===== config.mk =====
export PLATFORM = sky130hd
export DESIGN_NAME = pipe_stage_reg
export DESIGN_NICKNAME = d
export VERILOG_FILES = /design/src/rtl/pipe_stage_reg.sv
export SDC_FILE = /design/constraint.sdc
export NUM_CORES = 1
export LEC_CHECK = 0
export ABC_AREA = 1
export BUFFER_PORTS_ARGS = -buffer_cell sky130_fd_sc_hd__clkbuf_2
export CAP_MARGIN = 5
export CORE_MARGIN = 8
export CORE_UTILIZATION = 49
export CTS_CLUSTER_SIZE = 14
export DETAILED_ROUTE_END_ITERATION = 10
export HOLD_SLACK_MARGIN = 0.02
export PLACE_DENSITY = 0.75
export SKIP_CTS_REPAIR_TIMING = 1
export SLEW_MARGIN = 40
export SYNTH_ARGS = -nofsm -noshare
export SYNTH_HDL_FRONTEND = slang
export SYNTH_SLANG_ARGS = --single-unit
export TNS_END_PERCENT = 100

===== constraint.sdc =====
create_clock -name clk -period 1.8 [get_ports clk]
set_clock_uncertainty 0.1 [all_clocks]
set_input_delay 0.18 -clock clk [delete_from_list [all_inputs] [get_ports clk]]
set_output_delay 0.18 -clock clk [all_outputs]
set_load 0.005 [all_outputs]

===== src/rtl/pipe_stage_reg.sv =====
// Pipeline stage register with valid/ready handshake, stall, flush, an optional
// second (skid) entry and a saturating bubble counter. The payload is an opaque
// WIDTH-bit vector, so any set of stage signals can be packed into it.
//
// state | meaning
// ------+------------------------------------------------------------
// EMPTY | valid_q=0, skid_valid_q=0: nothing held, ready_out=1
// BUSY  | valid_q=1, skid_valid_q=0: main entry presented, ready_out=1
// FULL  | valid_q=1, skid_valid_q=1: both entries held, ready_out=0
module pipe_stage_reg #(
   parameter int WIDTH      = 32,
   parameter int SKID       = 1,
   parameter int CLEAR_DATA = 1,
   parameter int CNT_W      = 16
) (
   input  logic             clk,
   input  logic             reset,
   input  logic             flush,
   input  logic             stall,
   input  logic             valid_in,
   output logic             ready_out,
   input  logic [WIDTH-1:0] data_in,
   output logic             valid_out,
   input  logic             ready_in,
   output logic [WIDTH-1:0] data_out,
   output logic [1:0]       occupancy,
   output logic [CNT_W-1:0] bubble_cnt
);

   localparam logic [CNT_W-1:0] CNT_MAX = '1;

   logic             valid_q, valid_d;
   logic             skid_valid_q, skid_valid_d;
   logic [WIDTH-1:0] main_q, main_d;
   logic [WIDTH-1:0] skid_q, skid_d;
   logic [CNT_W-1:0] cnt_q, cnt_d;

   logic adv, out_fire, in_fire;

   assign adv      = ready_in & ~stall;
   assign out_fire = valid_q & adv;
   assign in_fire  = valid_in & ready_out;

   // State register: entries, payloads and bubble counter
   always_ff @(posedge clk or negedge reset) begin
      if (!reset) begin
         valid_q      <= 1'b0;
         skid_valid_q <= 1'b0;
         main_q       <= '0;
         skid_q       <= '0;
         cnt_q        <= '0;
      end else begin
         valid_q      <= valid_d;
         skid_valid_q <= skid_valid_d;
         main_q       <= main_d;
         skid_q       <= skid_d;
         cnt_q        <= cnt_d;
      end
   end

   // Next-state: flush overrides the handshake; skid transitions follow the state table
   always_comb begin
      valid_d      = valid_q;
      skid_valid_d = skid_valid_q;
      main_d       = main_q;
      skid_d       = skid_q;
      cnt_d        = cnt_q;

      if (!valid_q && (cnt_q != CNT_MAX)) begin
         cnt_d = cnt_q + 1'b1;
      end

      if (flush) begin
         valid_d      = 1'b0;
         skid_valid_d = 1'b0;
         if (CLEAR_DATA != 0) begin
            main_d = '0;
            skid_d = '0;
         end
      end else if (SKID == 0) begin
         if (in_fire) begin
            main_d  = data_in;
            valid_d = 1'b1;
         end else if (out_fire) begin
            valid_d = 1'b0;
         end
      end else begin
         case ({valid_q, skid_valid_q})
            2'b00: begin
               if (in_fire) begin
                  main_d  = data_in;
                  valid_d = 1'b1;
               end
            end
            2'b10: begin
               if (in_fire && out_fire) begin
                  main_d = data_in;
               end else if (in_fire) begin
                  skid_d       = data_in;
                  skid_valid_d = 1'b1;
               end else if (out_fire) begin
                  valid_d = 1'b0;
               end
            end
            2'b11: begin
               if (out_fire) begin
                  main_d       = skid_q;
                  skid_valid_d = 1'b0;
               end
            end
            default: begin
               // Unreachable (skid without main); recover to EMPTY.
               valid_d      = 1'b0;
               skid_valid_d = 1'b0;
            end
         endcase
      end
   end

   // Outputs: registered payload; ready is state-only when the skid entry exists
   always_comb begin
      if (SKID != 0) begin
         ready_out = ~skid_valid_q;
      end else begin
         ready_out = adv | ~valid_q;
      end
      valid_out  = valid_q;
      data_out   = main_q;
      occupancy  = {1'b0, valid_q} + {1'b0, skid_valid_q};
      bubble_cnt = cnt_q;
   end

endmodule


==> impl_results.md <==
- Outcome: complete, no violations
- Root Driver: clkbuf_8
- Total track usage: 17.51%
- Initial DRT Pass Iterations: 4
- Vias in the first global route: around 3600
- Chip width: ~110 um
- Crit path max fanout: 8
- Worst R2R Path Depth: 11
- CP Launch Type: flip-flop
- Via/cell ratio: 5.219
- Critical Path AT: around 1900 ps
- Final Util: between 60% and 70%
- Slew Limit Fails: 0
- Core Region: 0.008217 sq mm
- Initial antenna violation count: 0
- Reg-to-reg endpoint: data_out[5]
- RSZ-0062 raised after global routing: yes
- Die area: roughly 0.012 sq mm
- Grt ovf: 0
- Largest net degree at the start of global routing: 39
- H-tree levels: 3
- Post-Syn Instances: 493
- Post-Syn Area: 0.004148 sq mm
- Initial DRC count: 169
- Clk slew on worst S/H paths: roughly 80 ps
- WL per Instance: between 10 and 15 um
- Final Non-Filler Cells: about 730
- Max_slew headroom: roughly 66%
- Final Instance Area: about 0.0054 sq mm
- Yosys cell types: 24
- Total vias in the final route: between 3000 and 4000
- Top-count cell post-synth: nand2_1
- Clk buf depth: 2
- Num CTS Buffers: 9
- Fmax achieved: between 500 and 600 MHz
- Switch share: 37.85%
- Clock network fraction of total power: approximately a fifth
- CP endpoint: data_out[5]
- Crit. Startpoint: valid_out
- Mapped Nets: between 500 and 600
- Minimum clock period: between 1500 and 2000 ps
- Tightest Hold Check Type: input pin to flip-flop
- Overall die height: between 100 and 150 um
- Clk_lat worst skew: 340 ps
- YS warnings: 0
- Final setup fails: 0
- CTS Sinks: just over 80
- P_int: 4.724 mW
- Reg power frac: 35.9%
- Post-route ant nets: 0
- Yosys reg bits: 82
- Sequential area share after synthesis: about half
- Starting Density: between 50 and 60%
- Post-Place Cells: roughly 680
- Most instantiated cells after synthesis: nand2_1 (156), dfrtp_1 (82), o21ai_0 (49)
- First-pass GRT wire length: roughly 17000 um
- Layout cells sized above 1: between 30 and 40%
- Area leader, netlist: dfrtp_1
- Top FF cell, synth: dfrtp_1
- Site Rows: 33
- Worst slew pin tran: 509.3 ps
- DRC errors left: 0
- VDD IR max: between 0.8 and 0.9 mV
- Share of the synthesized area in the top cell type: 49.47%
- Ys async rst share: between 90% and 100%
- GP Congestion: 0.8346
- Post-DP HPWL: between 7000 and 8000 um
- CP required: ~1900 ps
- Leak Pwr: approximately 2.8 nW
- Final period util: a little over nine tenths
- IO Port Bufs: 89
- Hold Vio Cnt, Final: 0
- Total negative slack: 0 ps
- Max_cap viols: 0
- I/O pins: 90
- Final WL: about 11000 um
- Nets: between 600 and 700
- Worst hold margin: between 0.9 and 1 ps
- Post-synth EDFFs: 0
- Worst R2R Start: valid_out
- Setup slack, reg-to-reg: around 45 ps
- Avg Inst Size Synth: 8.413 sq um
- CTS tree: done
- Top cells by area, synth: dfrtp_1 (49%), nand2_1 (14%), o21ai_2 (8.4%), o21ai_0 (5.9%), nor2_1 (3.8%)
- CP Capture Type: flip-flop
- Crit Path Class: flip-flop to flip-flop
- Placed Area: between 0.004 and 0.005 sq mm
- Area Overhead vs Synth: 29.89%
- PwrDens: 1411 mW/mm^2
- Part of the power in combinational logic: ~45%
- Sw power: roughly 2.9 mW
[per-stage QoR]
stage,setup slack (ps),total power [mW]
CTS,29.17,7.044
detailed placement,51.94,5.571
global placement,172.0,5.453
global route,-31.97,8.139
finish,44.85,7.601
floorplan,118.2,4.611
[registers in the layout, indices dropped and copies added (netlist names)]
register      cells
bubble_cnt       16
data_out         32
skid_q           32
skid_valid_q      1
valid_out         1
[critical path: stages, from the launching register on]
cell and delay, ps:
dfrtp_1 410, inv_2 60, ha_1 200, inv_2 60, nor2_2 50, nand2_2 80
nand2_2 70, nor2_4 150, nand2_8 120, clkbuf_16 190, nand2_1 80, o21ai_2 60
[metal layers]
layer  vias to the layer above  part of all wire, %  track usage, %
li1                       1859                    -               -
met1                      1829                   43           22.29
met2                       101                   50           28.73
met3                        16                  5.8           4.462
met4                         0                  1.3           5.154
met5                         -                    0               0
[worst min-delay path by stage]
stage / from / cells past startpoint / endpoint
after floorplan: reset / 0 / bubble_cnt[0]
after global placement: reset / 1 / skid_q[7]
after detailed placement: reset / 1 / skid_q[7]
after CTS: reset / 1 / skid_q[7]
after global routing: data_in[6] / 3 / skid_q[6]
final: data_in[19] / 3 / skid_q[19]
[area by class of cell]
type                            instances  area, sq um
Clock buffer                           10        137.6
Sequential cell                        82         2052
Multi-Input combinational cell        364         1871
Tap cell                              105        131.4
Clock inverter                          5        78.83
Fill cell                             676         2829
Timing Repair Buffer                  140         1030
Antenna cell                            1        2.502
Inverter                               22        85.08
[power groups by stage]
| stage | Clock [mW] | Sequential, mW | Combinational (mW) |
|---|---|---|---|
| floorplan | 0 | 2.73 | 1.88 |
| global placement | 0 | 2.73 | 2.73 |
| detailed placement | 0 | 2.74 | 2.83 |
| CTS | 1.50 | 2.71 | 2.84 |
| global route | 1.58 | 2.79 | 3.76 |
| finish | 1.46 | 2.73 | 3.41 |
[cells in the final DEF, fill, tap and decap left out]
cell,instances
and2_1,1
o21ai_0,49
nand3_1,29
nand2_8,1
clkbuf_8,10
nand3_2,2
nand2_2,3
nand2_1,153
buf_6,3
ha_4,1
ha_2,1
bufinv_16,2
inv_2,4
nor2_2,3
clkbuf_16,4
dfrtp_1,82
xor2_1,7
nand2_4,4
dlygate4sd3_1,22
inv_1,17
nor2_4,1
clkinv_4,1
o21ai_2,40
o21ai_1,1
ha_1,2
inv_4,1
nand4_1,4
clkinv_2,2
clkbuf_2,88
buf_12,5
buf_4,18
a21oi_1,21
nor2_1,41
diode_2,1
[cell families (layout without fill, tap and decap cells)]
family,Yosys count,count (layout),synth area share [%]
xor gates and xnor gates,7,7,1.478
and+or+nand+nor,242,242,24.46
adders and majority gates,4,4,1.207
other,0,1,0
AOI/OAI and AO/OA,111,111,17.01
DFF,82,82,49.47
buffers and inverters,47,177,6.365
Power figures use the tool's default switching activity.
